**src/rtl/otn_rx_framer.sv**
```systemverilog
// otn_rx_framer
// Receive framer for the serial OTN line stream. It shifts in line bits,
// hunts for the 24-bit frame alignment signal (FAS), confirms alignment
// over consecutive frames, then emits byte-aligned frame data with FAS
// markers. It flags loss of frame and counts in-sync FAS checks.
//
// Ports
//   i_clk               system clock
//   i_rst               synchronous active-high reset
//   i_line_bit          serial line data, MSB of each byte first
//   i_line_bit_en       qualifies i_line_bit (one bit per enabled cycle)
//   o_frame_data        frame byte
//   o_frame_data_valid  one-cycle strobe per emitted byte
//   o_frame_data_fas    byte is one of frame bytes 0..2
//   o_in_frame          framer is in SYNC
//   o_lof               one-cycle pulse on SYNC -> HUNT
//   o_frame_cnt         FAS checks performed in SYNC (wraps)
module otn_rx_framer #(
  parameter int unsigned FRAME_BYTES  = 64,
  parameter logic [23:0] FAS_PATTERN  = 24'hF6F628,
  parameter int unsigned SYNC_CONFIRM = 2,
  parameter int unsigned LOSS_COUNT   = 3
) (
  input  logic        i_clk,
  input  logic        i_rst,
  input  logic        i_line_bit,
  input  logic        i_line_bit_en,
  output logic [7:0]  o_frame_data,
  output logic        o_frame_data_valid,
  output logic        o_frame_data_fas,
  output logic        o_in_frame,
  output logic        o_lof,
  output logic [15:0] o_frame_cnt
);

  localparam int unsigned   FRAME_BITS = FRAME_BYTES * 8;
  localparam int unsigned   PW         = $clog2(FRAME_BITS);
  localparam logic [PW-1:0] POS_LAST   = PW'(FRAME_BITS - 1);
  localparam logic [PW-1:0] POS_CHK    = PW'(23);   // last FAS bit
  localparam logic [PW-1:0] POS_AFTER  = PW'(24);   // first payload bit
  localparam logic [7:0]    SC         = 8'(SYNC_CONFIRM);
  localparam logic [7:0]    LC         = 8'(LOSS_COUNT);

  typedef enum logic [1:0] {HUNT, PRESYNC, SYNC} state_t;

  state_t        state, state_next;
  logic [23:0]   sr;
  logic [23:0]   sr_next;
  logic [PW-1:0] pos, pos_next;
  logic [7:0]    good, good_next;
  logic [7:0]    bad, bad_next;
  logic [15:0]   frame_cnt;
  logic          fas_ok;
  logic          chk_pt;
  logic          emit;
  logic          lof_evt;
  logic          byte_fas;
  logic          cnt_inc;

  // Comparison includes the bit arriving this cycle.
  assign sr_next = {sr[22:0], i_line_bit};
  assign fas_ok  = (sr_next == FAS_PATTERN);
  assign chk_pt  = i_line_bit_en && (pos == POS_CHK);

  // State register
  always_ff @(posedge i_clk) begin
    if (i_rst) state <= HUNT;
    else       state <= state_next;
  end

  // Next-state and counter logic
  always_comb begin
    state_next = state;
    pos_next   = pos;
    good_next  = good;
    bad_next   = bad;
    if (i_line_bit_en) begin
      pos_next = (pos == POS_LAST) ? '0 : pos + 1'b1;
      case (state)
        HUNT: begin
          // Every bit is a candidate; a hit defines this bit as pos 23.
          if (fas_ok) begin
            pos_next   = POS_AFTER;
            good_next  = 8'd1;
            bad_next   = '0;
            state_next = (SC <= 8'd1) ? SYNC : PRESYNC;
          end
        end
        PRESYNC: begin
          if (chk_pt) begin
            if (fas_ok) begin
              good_next = good + 8'd1;
              if (good + 8'd1 >= SC) begin
                state_next = SYNC;
                bad_next   = '0;
              end
            end else begin
              state_next = HUNT;
            end
          end
        end
        SYNC: begin
          // Flywheel: keep the current pos until LC misses in a row.
          if (chk_pt) begin
            if (fas_ok) begin
              bad_next = '0;
            end else begin
              bad_next = bad + 8'd1;
              if (bad + 8'd1 >= LC) state_next = HUNT;
            end
          end
        end
        default: state_next = HUNT;
      endcase
    end
  end

  // Output decode
  always_comb begin
    lof_evt  = (state == SYNC) && (state_next == HUNT);
    // A byte completing on the LOF check is dropped; bytes before the
    // SYNC-entering check were never emitted because state was not SYNC.
    emit     = i_line_bit_en && (state == SYNC) && (pos[2:0] == 3'd7) && !lof_evt;
    byte_fas = (pos < POS_AFTER);
    cnt_inc  = chk_pt && (state == SYNC);
  end

  // Datapath and registered outputs
  always_ff @(posedge i_clk) begin
    if (i_rst) begin
      sr                 <= '0;
      pos                <= '0;
      good               <= '0;
      bad                <= '0;
      frame_cnt          <= '0;
      o_frame_data       <= '0;
      o_frame_data_valid <= 1'b0;
      o_frame_data_fas   <= 1'b0;
      o_in_frame         <= 1'b0;
      o_lof              <= 1'b0;
    end else begin
      if (i_line_bit_en) sr <= sr_next;
      pos                <= pos_next;
      good               <= good_next;
      bad                <= bad_next;
      if (cnt_inc) frame_cnt <= frame_cnt + 16'd1;
      o_frame_data_valid <= emit;
      if (emit) begin
        o_frame_data     <= sr_next[7:0];
        o_frame_data_fas <= byte_fas;
      end
      o_in_frame         <= (state_next == SYNC);
      o_lof              <= lof_evt;
    end
  end

  assign o_frame_cnt = frame_cnt;

endmodule

```
**config.mk**
```make
export PLATFORM = sky130hd
export DESIGN_NAME = otn_rx_framer
export DESIGN_NICKNAME = d
export VERILOG_FILES = /design/src/rtl/otn_rx_framer.sv
export SDC_FILE = /design/constraint.sdc
export NUM_CORES = 1
export LEC_CHECK = 0
export ABC_AREA = 1
export CAP_MARGIN = 20
export CORE_ASPECT_RATIO = 2
export CORE_MARGIN = 1.5
export CORE_UTILIZATION = 58
export DETAILED_ROUTE_END_ITERATION = 7
export PLACE_DENSITY = 0.78
export SLEW_MARGIN = 20
export SYNTH_ARGS = -nofsm -noshare
export SYNTH_HDL_FRONTEND = slang
export SYNTH_SLANG_ARGS = --single-unit
export TNS_END_PERCENT = 50
```
**constraint.sdc**
```tcl
create_clock -name i_clk -period 2.3 [get_ports i_clk]
set_clock_uncertainty 0.2 [all_clocks]
set_input_delay 0.23 -clock i_clk [delete_from_list [all_inputs] [get_ports i_clk]]
set_output_delay 0.23 -clock i_clk [all_outputs]
set_load 0.01 [all_outputs]
```
# Yosys cells after proc, flatten, opt, wreduce, memory -nomap -nowiden
# Cells that the tools add are included.
[word_totals] register_bits=78 in_bits=4 output_inout_bits=28 word_cells=66
[classes] add_sub_neg=4 n_mux=23 n_eq_ne=12 reduce_logical=13 n_lt_le_gt_ge=3
[ops] operator="$mux 8" n=9
[ops] operator="$mux 9" n=3
[ops] operator="$eq 24x24->1 const B" n=1
[ops] operator="$pmux 8 s3" n=1
[ops] operator="$add 16x1->16 const B" n=1
[ops] operator="$add 8x1->8 const B" n=2
[ops] operator="$ge 8x2->1 const B" n=2
[ops] operator="$mux 2" n=8
[ops] operator="$pmux 8 s2" n=1
[ops] operator="$ne 2x2->1 const B" n=5
[ops] operator="$add 9x1->9 const B" n=1
[ops] operator="$eq 9x5->1 const B" n=1
[ops] operator="$eq 9x9->1 const B" n=1
[ops] operator="$lt 9x5->1 const B" n=1
[ops] operator="$reduce_and 7->1" n=1
[ops] operator="$logic_and 1x1->1" n=6
[ops] operator="$pmux 2 s3" n=1
[ops] operator="$reduce_and 5->1" n=1
[ops] operator="$eq 2x2->1 const B" n=2
[ops] operator="$logic_not 2->1" n=2
[ops] operator="$eq 3x3->1 const B" n=1
[ops] operator="$reduce_bool 3->1" n=1
[ops] operator="$eq 2x1->1 const B" n=1
[ops] operator="$reduce_bool 2->1" n=1
[ops] operator="$logic_not 1->1" n=1

# Longest topological paths before layout
[depth] word_depth=11 mapped_depth=17 mapped_depth_nobuf=16

# Least setup slack after synthesis
# OpenSTA, ideal clock, no wires.
[synth_timing] path_type="register -> register" from="reg bad[1]" to="reg o_frame_data_fas" setup_slack_ps=325 synth_period_minus_slack_ps=1975 required_time_ps=1985 stages_incl_launch_ff=18 arrival_ps=1660 setup_ps=115 path_buffers=1 path_cell_list="dfxtp_1 > ha_1 > nand2_1 > nor2_2 > nand2_1 > nand2_1 > nand3_1 > nor2_1 > nand2_1 > nand2_1 > nand2_1 > nand3_1 > nand2_2 > nand2_2 > buf_6 > nand3_1 > nand2_1 > nor2_1"
[synth_via] elab_chain_cells=11
[synth_rtl] item="start, declared" line_no="51" text="logic [7:0] bad, bad_next;"
[synth_rtl] item="start signal, assigned" line_no="145" text="bad <= bad_next;"
[synth_rtl] item="$add 8x1->8" line_no="109" text="if (bad + 8'd1 >= LC) state_next = HUNT;"
[synth_rtl] item="$ge 8x2->1" line_no="109"
[synth_rtl] item="$mux 2" line_no="109"
[synth_rtl] item="$mux 2" line_no="105" text="if (fas_ok) begin"
[synth_rtl] item="$mux 2" line_no="104" text="if (chk_pt) begin"
[synth_rtl] item="$pmux 2 s3" line_no="79" text="case (state)"
[synth_rtl] item="$mux 2" line_no="77" text="if (i_line_bit_en) begin"
[synth_rtl] item="$logic_not 2->1" line_no="120" text="lof_evt = (state == SYNC) && (state_next == HUNT);"
[synth_rtl] item="$logic_and 1x1->1" line_no="120"
[synth_rtl] item="$logic_not 1->1" line_no="123" text="emit = i_line_bit_en && (state == SYNC) && (pos[2:0] == 3'd7) && !lof_evt;"
[synth_rtl] item="$logic_and 1x1->1" line_no="123"
[synth_rtl] item="end signal, assigned" line_no="150" text="o_frame_data_fas <= byte_fas;"
[synth_rtl] item="end, declared" line_no="30" text="output logic o_frame_data_fas,"
# No other way between the ends.
# A chain may end at the register's enable or synchronous reset.

# Final worst setup path
[layout_timing] from="reg good[1]" to="reg o_frame_data[4]"
[layout_via] elab_chain_cells=11
[layout_rtl] item="start, declared" line_no="50" text="logic [7:0] good, good_next;"
[layout_rtl] item="start signal, assigned" line_no="144" text="good <= good_next;"
[layout_rtl] item="$add 8x1->8" line_no="93" text="if (good + 8'd1 >= SC) begin"
[layout_rtl] item="$ge 8x2->1" line_no="93"
[layout_rtl] item="$mux 2" line_no="93"
[layout_rtl] item="$mux 2" line_no="91" text="if (fas_ok) begin"
[layout_rtl] item="$mux 2" line_no="90" text="if (chk_pt) begin"
[layout_rtl] item="$pmux 2 s3" line_no="79"
[layout_rtl] item="$mux 2" line_no="77"
[layout_rtl] item="$logic_not 2->1" line_no="120"
[layout_rtl] item="$logic_and 1x1->1" line_no="120"
[layout_rtl] item="$logic_not 1->1" line_no="123"
[layout_rtl] item="$logic_and 1x1->1" line_no="123"
[layout_rtl] item="end signal, assigned" line_no="149" text="o_frame_data <= sr_next[7:0];"
[layout_rtl] item="end, declared" line_no="28" text="output logic [7:0] o_frame_data,"
# No other way between the ends.

==> flow_summary_export.csv <==
group,metric,value,unit
place,hpwl,6.09,mm
worst_setup_path,path_class,"reg -> reg",
global_routing,grtUsageTotal,26.3,%
clock_tree,ctsHoldBuffers,0,
final_layout,drive_gt1_share,20.6,%
place,place_ws,-80.8,ps
final_layout,syn_to_final_growth,30.7,%
floorplan,initial_utilization,59.9,%
clock_tree,cts_tree,"done",
clock_tree,cts_max_path_buffers,2,
synth,syn_area,3750,µm²
final_layout,final_area,4900,µm²
clock_tree,insertion_delay,350,ps
place,placement.io_buffers,31,
timing,period_minus_slack,2250,ps
timing,setup_viol,0,
clock_tree,ctsRootBufferMaster,"clkbuf_16",
worst_setup_path,cp.required,2340,ps
synth,synth.most_common_cell,"nand2_1",
synth,synth_area_leaders,"dfxtp_1 42%, nand2_1 8.9%, a21oi_1 8.0%",
timing,grt_setup_unrepaired,"yes",
timing,maxSlewViolCount,0,
synth,synth_commonest_cells,"89 x nand2_1, 78 x dfxtp_1, 63 x inv_1",
place,postPlaceCellArea,4260,µm²
worst_setup_path,crit_path_top_delay_cell,"dfxtp_4",
worst_setup_path,cp.depth,17,
synth,synth_top_area_share,41.7,%
route,viasPerCell,5.52,
outcome,status,"finished clean",
worst_setup_path,cp_common_cell,"nand2_1",
timing,hold_viol_final,0,
worst_setup_path,reg2regPathDepth,17,
final_layout,fill_cells,469,
global_routing,antenna_found_initial,0,
route,drt_iter0_markers,215,
final_layout,register_area,1580,µm²
synth,synth-edff-count,0,
floorplan,die-height,117,µm
global_routing,grt_max_degree,49,
floorplan,die_x,59.8,µm
global_routing,grt_first_pass_wirelength,13.9,mm
timing,max_freq,445,MHz
final_layout,layout.nets,593,
synth,yosysWarnings,0,
floorplan,core,6260,µm²
worst_setup_path,slowest_delay,370,ps
final_layout,antenna_cells,0,
clock_tree,cts_buffers,9,
synth,yosysTopAreaCell,"dfxtp_1",
floorplan,rows,41,
synth,synth-seq-cells,78,
worst_setup_path,cp-startpoint,"good[1]$_SDFFE_PP0P_",
synth,ys_types,36,
worst_setup_path,crit_end,"o_frame_data[4]$_SDFFE_PP0P_",
power,power.density,643,nW/µm²
route,finalWirelength,9.55,mm
power,irDropWorstVdd,574,µV
route,wl_per_cell,14.2,µm
floorplan,io_pins,32,
clock_tree,cts.htree.levels,3,
synth,syn_inst,528,
synth,synth_fp_nets,540,
min_path,min_path_type,"reg -> reg",
synth,synth_flop_cell,"dfxtp_1",
synth,ys_seq_area_share,41.7,%
power,p_leak,1.97,nW
floorplan,die_area,6980,µm²
timing,relSlewSlack,69.5,%
route,drtAntennaViolNets,0,
timing,timing.final.crit_share,97.7,%
worst_setup_path,reg2reg_from,"good[1]$_SDFFE_PP0P_",
worst_setup_path,r2r_end,"o_frame_data[4]$_SDFFE_PP0P_",
clock_tree,path_clk_slew,60,ps
final_layout,multi_input_area,2020,µm²
route,drtPass1Iterations,4,
route,drc_errors,0,
worst_setup_path,critical_path.startpoint_type,"flip-flop",
worst_setup_path,crit_chain,"ha_4 > nand2_4 > inv_4 > nand3_2 > nand2_2 > nand2_2 > nor2_4 > nand3_2 > nand2_1 > nand2_1 > nand2_1 > nand2_2 > nand2_4 > clkbuf_16 > nand3_2 > nand2_1 > nor2_1",
synth,syn_avg_cell_area,7.10,µm²
clock_tree,clkSinkCount,78,
worst_setup_path,crit_buf_inv,2,
place,globalplace.congestion,0.829,
global_routing,grt-ovfl-total,0,
timing,worstMarginPinSlew,457,ps
global_routing,grt_pass1_vias,3342,
timing,layout_setup_ws,53.9,ps
worst_setup_path,r2r_slack,50,ps
worst_setup_path,cp.arrival,2290,ps
route,via_count,3710,
synth,synthArstFlopShare,0,%
worst_setup_path,crit_path_max_fanout,5,
worst_setup_path,cp-end-kind,"flip-flop",
worst_setup_path,cp_top_family,"simple AND/OR/NAND/NOR gates",
job,maxCapViolations,0,
final_layout,final_core_util,78.3,%
## metrics by stage
step	total power, W	setup TNS [ps]	hold WS (ps)	std cells
after floorplan	0.00161	0	183	528
after global placement	0.00168	-13.1	248	646
after detailed placement	0.00168	-939	251	646
after CTS	0.00313	0	260	662
after global routing	0.00326	-525	283	672
final	0.00315	0	264	672
## report_power, final
| group | total (W) | switching [W] | internal (W) | leakage [nW] |
|---|---|---|---|---|
| combinational | 0.000274 | 0.000165 | 0.000109 | 1.18 |
| clock | 0.00144 | 0.000592 | 0.000853 | 0.147 |
| sequential | 0.00143 | 0.0000356 | 0.00140 | 0.639 |
| total | 0.00315 | 0.000793 | 0.00236 | 1.97 |
## layout make-up
type	count	area share, %
Clock buffer	9	4.60
Timing Repair Buffer	60	12.4
Sequential cell	78	32.2
Inverter	73	5.64
Tap cell	86	2.20
Clock inverter	7	1.66
Multi-Input combinational cell	359	41.3
## tightest hold or removal path, delay by kind of cell, from the launching register on
family / cells / cell delay (ps)
AOI/OAI and AO/OA: 1 / 60
buffers and inverters: 1 / 60
DFF: 1 / 300
## worst min-delay path by stage
stage / start / slack, ps / depth (start not counted) / end
4_1_cts: sr[22]$_SDFFE_PP0P_ / 260 / 2 / sr[22]$_SDFFE_PP0P_
5_1_grt: sr[22]$_SDFFE_PP0P_ / 280 / 2 / sr[22]$_SDFFE_PP0P_
3_5_place_dp: sr[22]$_SDFFE_PP0P_ / 250 / 2 / sr[22]$_SDFFE_PP0P_
2_1_floorplan: i_line_bit / 180 / 2 / sr[0]$_SDFFE_PP0P_
3_3_place_gp: sr[22]$_SDFFE_PP0P_ / 250 / 2 / sr[22]$_SDFFE_PP0P_
6_report: sr[22]$_SDFFE_PP0P_ / 260 / 2 / sr[22]$_SDFFE_PP0P_
## kinds of logic (layout without fill, tap and decap cells)
group	Yosys count	after routing	synth area share [%]
and+or+nand+nor	223	223	26.6
adders and majority gates	8	8	2.67
xor gates and xnor gates	5	5	1.17
DFF	78	78	41.7
buffers and inverters	91	149	9.75
AOI/OAI and AO/OA	123	123	18.1
## registers in the layout (all words and copies together), names as in the netlist
register,cells
o_frame_data_fas,1
good,8
o_frame_cnt,16
o_lof,1
o_frame_data,8
o_frame_data_valid,1
o_in_frame,1
state,2
pos,9
bad,8
sr,23
## what timing repair did
item,CTS,global route
cloned,0,3
endpoints found under the setup margin,9,21
buffers inserted,0,7
pin swaps,0,23
gates resized for setup,1,56
endpoints found under the hold margin,0,0
## placed cells by master, fill, tap and decap left out, types with 3 or more instances in the layout
cell type,count
nand2_1,82
dfxtp_1,71
inv_1,63
nor2_1,55
a21oi_1,52
o21ai_0,39
clkdlybuf4s50_1,31
nand3_1,28
buf_4,22
nor2_2,12
clkbuf_16,11
nand3_2,10
nand2_2,9
a211oi_1,9
inv_2,8
a21oi_2,8
nand4_1,7
nor3_1,6
nor2_4,5
dfxtp_2,5
o21ai_1,4
a31oi_1,4
ha_1,4
xnor2_1,3
ha_4,3
clkinv_4,3
buf_12,3
## layer usage
| metal | track usage [%] | routed length, µm |
|---|---|---|
| met5 | 0 | 0 |
| met4 | 17.3 | 369 |
| met3 | 4.32 | 354 |
| met2 | 48.4 | 5250 |
| met1 | 25.4 | 3580 |
No activity file was read; power rests on OpenSTA's default activity.
